`src/rtl/fifo4x32_mux_feed_if.sv`:
```
`default_nettype none
// ============================================================================
// Module      : fifo4x32_mux_feed_if
// Description : Handshake and storage-view bundle for fifo4x32_mux_feed.
//               The write side is wr_valid/wr_ready/wr_data. The read side is
//               rd_valid/rd_ready. The FIFO also exposes its four storage
//               entries as D0..D3, its head index as S, and its occupancy as
//               count, so a downstream fourmux32 can select the head directly.
//               Modports:
//                 master - writer/reader side (drives wr_valid, wr_data,
//                          rd_ready)
//                 slave  - the FIFO (drives wr_ready, rd_valid, D0..D3, S,
//                          count)
// Revision    : 1.0 - initial release
// ============================================================================
interface fifo4x32_mux_feed_if #(
    parameter int WIDTH = 32
);
    logic             wr_valid;
    logic             wr_ready;
    logic [WIDTH-1:0] wr_data;
    logic             rd_valid;
    logic             rd_ready;
    logic [WIDTH-1:0] D0;
    logic [WIDTH-1:0] D1;
    logic [WIDTH-1:0] D2;
    logic [WIDTH-1:0] D3;
    logic [1:0]       S;
    logic [2:0]       count;

    modport master (
        output wr_valid, wr_data, rd_ready,
        input  wr_ready, rd_valid, D0, D1, D2, D3, S, count
    );

    modport slave (
        input  wr_valid, wr_data, rd_ready,
        output wr_ready, rd_valid, D0, D1, D2, D3, S, count
    );
endinterface
`default_nettype wire

```
`src/rtl/fifo4x32_mux_feed.sv`:
```
`default_nettype none
// ============================================================================
// Module      : fifo4x32_mux_feed
// Description : 4-entry FIFO that feeds a four-way mux. All entries appear in
//               parallel on D0..D3, and the read pointer appears on S, so
//               fourmux32(Y, D0..D3, S) gives the head entry combinationally.
//               wr_ready and rd_valid decode only the registered count. There
//               is no combinational path from wr_valid or rd_ready to them.
//               Ports:
//                 clk   - rising-edge clock
//                 rst_n - asynchronous active-low reset
//                 bus   - fifo4x32_mux_feed_if.slave (handshakes, D0..D3, S,
//                         count)
//               Build option:
//                 FIFO_SCRUB_EN - when defined, a popped entry is cleared to
//                                 zero on the same edge that S advances.
// Revision    : 1.0 - initial release
// ============================================================================
module fifo4x32_mux_feed #(
    parameter int WIDTH = 32
) (
    input  wire                        clk,
    input  wire                        rst_n,
    fifo4x32_mux_feed_if.slave         bus
);
    localparam logic [2:0] c_depth = 3'd4;

    logic [WIDTH-1:0] r_mem [4];
    logic [1:0]       r_wr_ptr;
    logic [1:0]       r_rd_ptr;
    logic [2:0]       r_count;

    logic w_full;
    logic w_empty;
    logic w_push;
    logic w_pop;

    assign w_full  = (r_count == c_depth);
    assign w_empty = (r_count == 3'd0);
    // Each qualifier contains a known-zero term whenever the corresponding
    // side is blocked. An X on an unqualified input therefore cannot reach
    // the state.
    assign w_push  = bus.wr_valid & ~w_full;
    assign w_pop   = bus.rd_ready & ~w_empty;

    always_ff @(posedge clk or negedge rst_n) begin
        if (!rst_n) begin
            for (int i = 0; i < 4; i++) begin
                r_mem[i] <= '0;
            end
            r_wr_ptr <= 2'd0;
            r_rd_ptr <= 2'd0;
            r_count  <= 3'd0;
        end else begin
            if (w_push) begin
                r_mem[r_wr_ptr] <= bus.wr_data;
                r_wr_ptr        <= r_wr_ptr + 2'd1;
            end
            if (w_pop) begin
`ifdef FIFO_SCRUB_EN
                // A push to the head slot can only happen when the FIFO is
                // full, and a full FIFO refuses pushes. Placing the clear
                // after the write still makes it win if that case ever arises.
                r_mem[r_rd_ptr] <= '0;
`endif
                r_rd_ptr <= r_rd_ptr + 2'd1;
            end
            case ({w_push, w_pop})
                2'b10:   r_count <= r_count + 3'd1;
                2'b01:   r_count <= r_count - 3'd1;
                default: r_count <= r_count;
            endcase
        end
    end

    assign bus.wr_ready = ~w_full;
    assign bus.rd_valid = ~w_empty;
    assign bus.D0       = r_mem[0];
    assign bus.D1       = r_mem[1];
    assign bus.D2       = r_mem[2];
    assign bus.D3       = r_mem[3];
    assign bus.S        = r_rd_ptr;
    assign bus.count    = r_count;
endmodule
`default_nettype wire

```
`src/flat_wrapper.sv`:
```
// flat-port wrapper written by rule: the top's interface ports become plain ports
module fifo4x32_mux_feed_flat 
#(
    parameter int WIDTH = 32
)
  (clk, rst_n, bus_wr_valid, bus_wr_data, bus_rd_ready, bus_wr_ready, bus_rd_valid, bus_D0, bus_D1, bus_D2, bus_D3, bus_S, bus_count);
  fifo4x32_mux_feed_if #(.WIDTH(WIDTH)) bus_i ();
  input  wire clk;
  input  wire rst_n;
  input wire logic [$bits(bus_i.wr_valid)-1:0] bus_wr_valid;
  input wire logic [$bits(bus_i.wr_data)-1:0] bus_wr_data;
  input wire logic [$bits(bus_i.rd_ready)-1:0] bus_rd_ready;
  output wire logic [$bits(bus_i.wr_ready)-1:0] bus_wr_ready;
  output wire logic [$bits(bus_i.rd_valid)-1:0] bus_rd_valid;
  output wire logic [$bits(bus_i.D0)-1:0] bus_D0;
  output wire logic [$bits(bus_i.D1)-1:0] bus_D1;
  output wire logic [$bits(bus_i.D2)-1:0] bus_D2;
  output wire logic [$bits(bus_i.D3)-1:0] bus_D3;
  output wire logic [$bits(bus_i.S)-1:0] bus_S;
  output wire logic [$bits(bus_i.count)-1:0] bus_count;
  assign bus_i.wr_valid = bus_wr_valid;
  assign bus_i.wr_data = bus_wr_data;
  assign bus_i.rd_ready = bus_rd_ready;
  assign bus_wr_ready = bus_i.wr_ready;
  assign bus_rd_valid = bus_i.rd_valid;
  assign bus_D0 = bus_i.D0;
  assign bus_D1 = bus_i.D1;
  assign bus_D2 = bus_i.D2;
  assign bus_D3 = bus_i.D3;
  assign bus_S = bus_i.S;
  assign bus_count = bus_i.count;
  fifo4x32_mux_feed #(.WIDTH(WIDTH)) u_core (.clk(clk), .rst_n(rst_n), .bus(bus_i));
endmodule
```
`config.mk`:
```
export PLATFORM = sky130hd
export DESIGN_NAME = fifo4x32_mux_feed_flat
export DESIGN_NICKNAME = d
export VERILOG_FILES = /design/src/rtl/fifo4x32_mux_feed_if.sv /design/src/rtl/fifo4x32_mux_feed.sv /design/src/flat_wrapper.sv
export SDC_FILE = /design/constraint.sdc
export NUM_CORES = 1
export LEC_CHECK = 0
export CORE_MARGIN = 3
export CORE_UTILIZATION = 57
export DETAILED_ROUTE_END_ITERATION = 10
export DONT_BUFFER_PORTS = 1
export GPL_ROUTABILITY_DRIVEN = 0
export PLACE_DENSITY_LB_ADDON = 0.05
export SYNTH_ARGS = -nofsm -noshare
export SYNTH_HDL_FRONTEND = slang
export SYNTH_SLANG_ARGS = --single-unit
```
`constraint.sdc`:
```
create_clock -name clk -period 2.2 [get_ports clk]
set_clock_uncertainty 0.2 [all_clocks]
set_input_delay 0.33 -clock clk [delete_from_list [all_inputs] [get_ports clk]]
set_output_delay 0.33 -clock clk [all_outputs]
set_load 0.05 [all_outputs]
```
After elaboration in Yosys (flattened, before gate mapping)
Cells that the tools add are included.
{"block": "totals", "input_bits": 36, "output_inout_bits": 135, "wordCells": 28, "reg_bits": 135}
{"block": "op_classes", "add_sub_neg": 4, "n_reduce_logical": 3, "n_lt_le_gt_ge": 2, "n_eq_ne": 3, "n_mux": 4, "bitwise_logic": 5}
{"cell": "bitwise mux 128 bit", "n": 1}
{"cell": "demux 32 bit (select 2 bit)", "n": 1}
{"cell": "two-way mux 32 bit", "n": 1}
{"cell": "one-hot mux 3 bit (2 select lines)", "n": 1}
{"cell": "adder 2 x 1 -> 2 bit, second input constant", "n": 2}
{"cell": "adder 3 x 1 -> 3 bit, second input constant", "n": 1}
{"cell": "equality test 3 bit, second input constant", "n": 1}
{"cell": "greater-or-equal comparator 3 bit, second input constant", "n": 1}
{"cell": "zero test 3 bit", "n": 1}
{"cell": "< comparator 3 x 1 -> 1 bit, second input constant", "n": 1}
{"cell": "NOT 2 -> 3 bit", "n": 1}
{"cell": "subtractor 3 x 1 -> 3 bit, second input constant", "n": 1}
{"cell": "bitwise AND 1 bit", "n": 2}
{"cell": "equality test 2 x 1 -> 1 bit, second input constant", "n": 1}
{"cell": "equality test 2 bit, second input constant", "n": 1}
{"cell": "NOT 1 bit", "n": 2}
{"cell": "nonzero test 2 bit", "n": 1}
{"cell": "logical AND 1 bit", "n": 1}

Depth between registers and ports, before layout
{"block": "logic_depth", "ltp_word": 6, "mapped_depth": 9, "mapped_depth_nobuf": 8}

Least setup slack after synthesis
Ideal clock, no wire load.
{"block": "synth_path", "path_type": "flip-flop to flip-flop", "start": "register u_core.r_count[2], in the netlist u_core.bus.count[2]", "end": "register u_core.r_count[2], in the netlist u_core.bus.count[2]", "period_less_slack_ps": 2611, "n_path_buf": 1, "stages_incl_launch_ff": 10, "path_slack_ps": -411, "setup_ps": 82, "arrival_time_ps": 2329, "t_required_ps": 1918, "cell_sequence": "dfrtp_1 > or3b_1 > buf_6 > nand2_1 > ha_1 > inv_1 > fa_1 > xor2_1 > nor2_1 > xor2_1"}
{"block": "synth_between", "elab_chain_len": 5, "elab_cells_between_ends": 12, "cone_classes": "add/sub (2); eq/ne (3); mux (1); bitwise (4); reduce/logical (2)"}
{"item": "start: declaration", "line": "fifo4x32_mux_feed.sv:31", "source": "logic [2:0] r_count;"}
{"item": "start signal: assignment", "line": "fifo4x32_mux_feed.sv:69", "source": "2'b10: r_count <= r_count + 3'd1;"}
{"item": "start signal: assignment", "line": "fifo4x32_mux_feed.sv:70", "source": "2'b01: r_count <= r_count - 3'd1;"}
{"item": "start signal: assignment", "line": "fifo4x32_mux_feed.sv:71", "source": "default: r_count <= r_count;"}
{"item": "equality test 3 bit *", "line": "fifo4x32_mux_feed.sv:38", "source": "assign w_full = (r_count == c_depth);"}
{"item": "NOT 1 bit *"}
{"item": "via bus_wr_ready", "line": "flat_wrapper.sv:13", "source": "output wire logic [$bits(bus_i.wr_ready)-1:0] bus_wr_ready;"}
{"item": "bitwise AND 1 bit *", "line": "fifo4x32_mux_feed.sv:43", "source": "assign w_push = bus.wr_valid & ~w_full;"}
{"item": "equality test 2 x 1 -> 1 bit / equality test 2 bit (equally long branches)", "line": "fifo4x32_mux_feed.sv:68", "source": "case ({w_push, w_pop})"}
{"item": "one-hot mux 3 bit (2 select lines) / nonzero test 2 bit (equally long branches)"}
The timed path passes the listed nets; every way through them passes the cells marked *.
A chain may end at the register's enable or synchronous reset.

Worst setup path after layout
{"block": "layout_path", "start": "register u_core.r_count[1], in the netlist u_core.bus.count[1]", "end": "output bus_rd_valid"}
{"block": "layout_between", "elab_chain_len": 2}
{"item": "zero test 3 bit", "line": "fifo4x32_mux_feed.sv:39", "source": "assign w_empty = (r_count == 3'd0);"}
{"item": "NOT 1 bit", "line": "fifo4x32_mux_feed.sv:77", "source": "assign bus.rd_valid = ~w_empty;"}
{"item": "end: declaration", "line": "flat_wrapper.sv:14", "source": "output wire logic [$bits(bus_i.rd_valid)-1:0] bus_rd_valid;"}
No other way between the ends.

==> results.py <==
metrics = {
    "run_status": {
        "violations": "negative hold slack",
        "status": "finished with violations",
    },
    "worst_setup_path": {
        "crit_end": "bus_rd_valid",
        "critPathMaxStageDelay_ns": 0.49,
        "path_max_fanout": 4,
        "path_class": "reg -> out",
        "path_buf_inv": 1,
        "critical_path_depth": 2,
        "arrival_ns": 1.59,
        "path_delay_family": "simple AND/OR/NAND/NOR gates",
        "reg2reg_depth": 8,
        "rr_startpoint": "u_core.bus.count[0]",
        "slowest_stage": "or3_4",
        "endpoint_kind": "primary output",
        "critPathLaunch": "u_core.bus.count[1]",
        "timing.rr.end": "u_core.bus.count[2]",
        "cp.required_ns": 1.67,
        "rrSetupSlack_ns": 0.09,
        "cp_cell_sequence": "buf_4 -> or3_4",
        "worstSetupStartpointType": "flip-flop",
    },
    "timing": {
        "hold_viol": 135,
        "rsz0062_at_grt": "false",
        "slew_viol_final": 0,
        "fin_crit_ns": 2.12,
        "relSlewSlack": 0.537,
        "fmax_mhz": 472,
        "whs_ns": -0.685,
        "post-route-period-util": 0.964,
        "worstMarginPinSlew_ns": 0.695,
        "finalSetupViolCount": 0,
    },
    "final_layout": {
        "diodes": 0,
        "final_common_cell": "dfrtp_1",
        "post-route-util": 0.676,
        "drive_gt1_frac": 0.486,
        "final_cell_mix": "dfrtp_1 (132), mux2_4 (120), dlygate4sd3_1 (34)",
        "area_growth_pct": 14.5,
        "nets": 392,
        "nFillCells": 654,
    },
    "die": {
        "io-pin-count": 171,
        "die_area_um2": 11500,
        "fp.dieW_um": 107,
        "core_um2": 9860,
        "fp-row-count": 36,
        "die_h_um": 107,
        "start_util": 0.590,
    },
    "yosys": {
        "synth-compound-area-share": 0.00172,
        "syn_area_um2": 5820,
        "synth_top_family_by_area": "multiplexers",
        "synthAdderAreaFrac": 0.0142,
        "ys_types": 17,
        "synth_edf_count": 0,
        "avgSynthCellArea_um2": 18.8,
        "ys.flop_type": "dfrtp_1",
        "synth-xor-area-share": 0.00902,
        "ys.warnings.count": 0,
        "synth_mux_area_frac": 0.328,
        "yosysSeqAreaShare": 0.580,
        "async_flop_share": 1.00,
        "ys_ff_latch": 135,
        "synthCells": 309,
        "synth_simple_gate_area_frac": 0.0125,
        "synth_nets": 351,
    },
    "worst_hold_path": {
        "hold_class": "in -> async",
    },
    "grt": {
        "grt_pass1_vias": 2860,
        "track_usage": 0.197,
        "antenna_found_initial": 0,
        "gr-total-overflow": 0,
        "grt_pass1_wl_um": 17000,
        "grt_start_max_net_pins": 136,
    },
    "drt": {
        "drc": 0,
        "wl_um": 11100,
        "drtPass1Iterations": 4,
        "via_count": 2635,
        "avgViaCountPerCell": 5.32,
        "wire_per_inst_um": 22.4,
        "drt_iter0_drc": 127,
        "ant_nets": 0,
    },
    "clock_network": {
        "cts_buffers": 17,
        "ctsHtreeMaxLevel": 4,
        "clock_latency_ns": 0.51,
        "cts_tree": "done",
        "cts.sinks": 135,
        "postCtsSetupBuffers": 0,
        "cts_root_buffer": "clkbuf_8",
        "cts_buffer_depth": 2,
        "ctsHoldBuffers": 34,
        "clkTransAtPathRegs_ns": 0.06,
    },
    "run": {
        "max-cap-violations": 0,
    },
    "placed_design": {
        "hpwl_um": 6750,
        "portBuffers": 0,
    },
}
==> registers in the layout (all words and copies together), names as in the netlist <==
signal	flops
u_core.bus.S	2
u_core.bus.D1	32
u_core.bus.D3	32
u_core.bus.D2	32
u_core.bus.D0	32
u_core.r_wr_ptr	2
u_core.bus.count	3
==> kinds of logic (layout without fill, tap and decap cells) <==
| kind of cell | Yosys count | after routing |
|---|---|---|
| xor+xnor | 6 | 6 |
| simple gates | 9 | 9 |
| fa+ha+maj | 6 | 6 |
| flops | 135 | 135 |
| mux | 130 | 130 |
| compound gates | 1 | 1 |
| buf+inv | 22 | 75 |
==> worst min path at each step <==
stage / startpoint / endpoint / slack [ns] / depth (start not counted)
2_1_floorplan: rst_n / u_core.bus.D0[0] / -0.17 / 0
3_3_place_gp: rst_n / u_core.bus.D2[24] / -0.16 / 0
3_5_place_dp: rst_n / u_core.bus.D2[24] / -0.16 / 0
4_1_cts: rst_n / u_core.bus.D2[24] / -0.71 / 0
5_1_grt: rst_n / u_core.bus.D2[24] / -0.72 / 0
6_report: rst_n / u_core.bus.D2[24] / -0.68 / 0
==> layout make-up <==
type / count / area [µm²] / share of cell area
clock buffers: 23 / 467 / 0.0700
well taps: 133 / 166 / 0.0250
clock inverters: 8 / 97.6 / 0.0146
flip-flops and latches: 135 / 3380 / 0.507
repair buffers: 39 / 378 / 0.0567
multi-input cells: 152 / 2160 / 0.324
inverters: 5 / 18.8 / 0.00281
==> synthesized netlist by cell type, types with 2 or more instances <==
cell type / number / share of area
mux2_2: 9 / 0.017
mux2_4: 120 / 0.31
buf_6: 5 / 0.0097
nand2_1: 2 / 0.0013
and3_4: 4 / 0.0077
dfrtp_1: 135 / 0.58
buf_12: 12 / 0.041
xnor2_1: 3 / 0.0045
ha_1: 5 / 0.011
inv_1: 5 / 0.0032
xor2_1: 3 / 0.0045
==> per-layer routing <==
layer / vias to the layer above / wire (µm) / GRT usage
met5: - / 0 / 0
met4: 0 / 128 / 0.0648
met3: 10 / 1010 / 0.0909
met2: 111 / 5050 / 0.285
met1: 1362 / 4900 / 0.264
li1: 1152 / - / -
==> worst reg2reg max path: cells and delay by family (launching register included) <==
family / cells / cell delay (ns)
and+or+nand+nor: 3 / 0.65
adders and majority gates: 2 / 0.46
DFF: 1 / 0.40
xor gates and xnor gates: 2 / 0.30
buffers and inverters: 1 / 0.03
==> repair_timing <==
action,4_1_cts,5_1_grt
gates resized for setup,2,0
endpoints found under the setup margin,3,0
hold endpoints to repair,269,135
==> metrics by stage <==
stage,cells,TNS (ns),setup slack [ns],cell area [µm²]
finish,495,0,0.0797,6670
global placement,430,0,0.0544,5760
global route,495,0,0.00882,6670
detailed placement,430,0,0.00703,5760
floorplan,309,-0.173,-0.144,5850
CTS,495,0,0.0506,6670
Power is not shown: default switching activity piles up to over one toggle a cycle in this logic, so the estimate is an artifact.
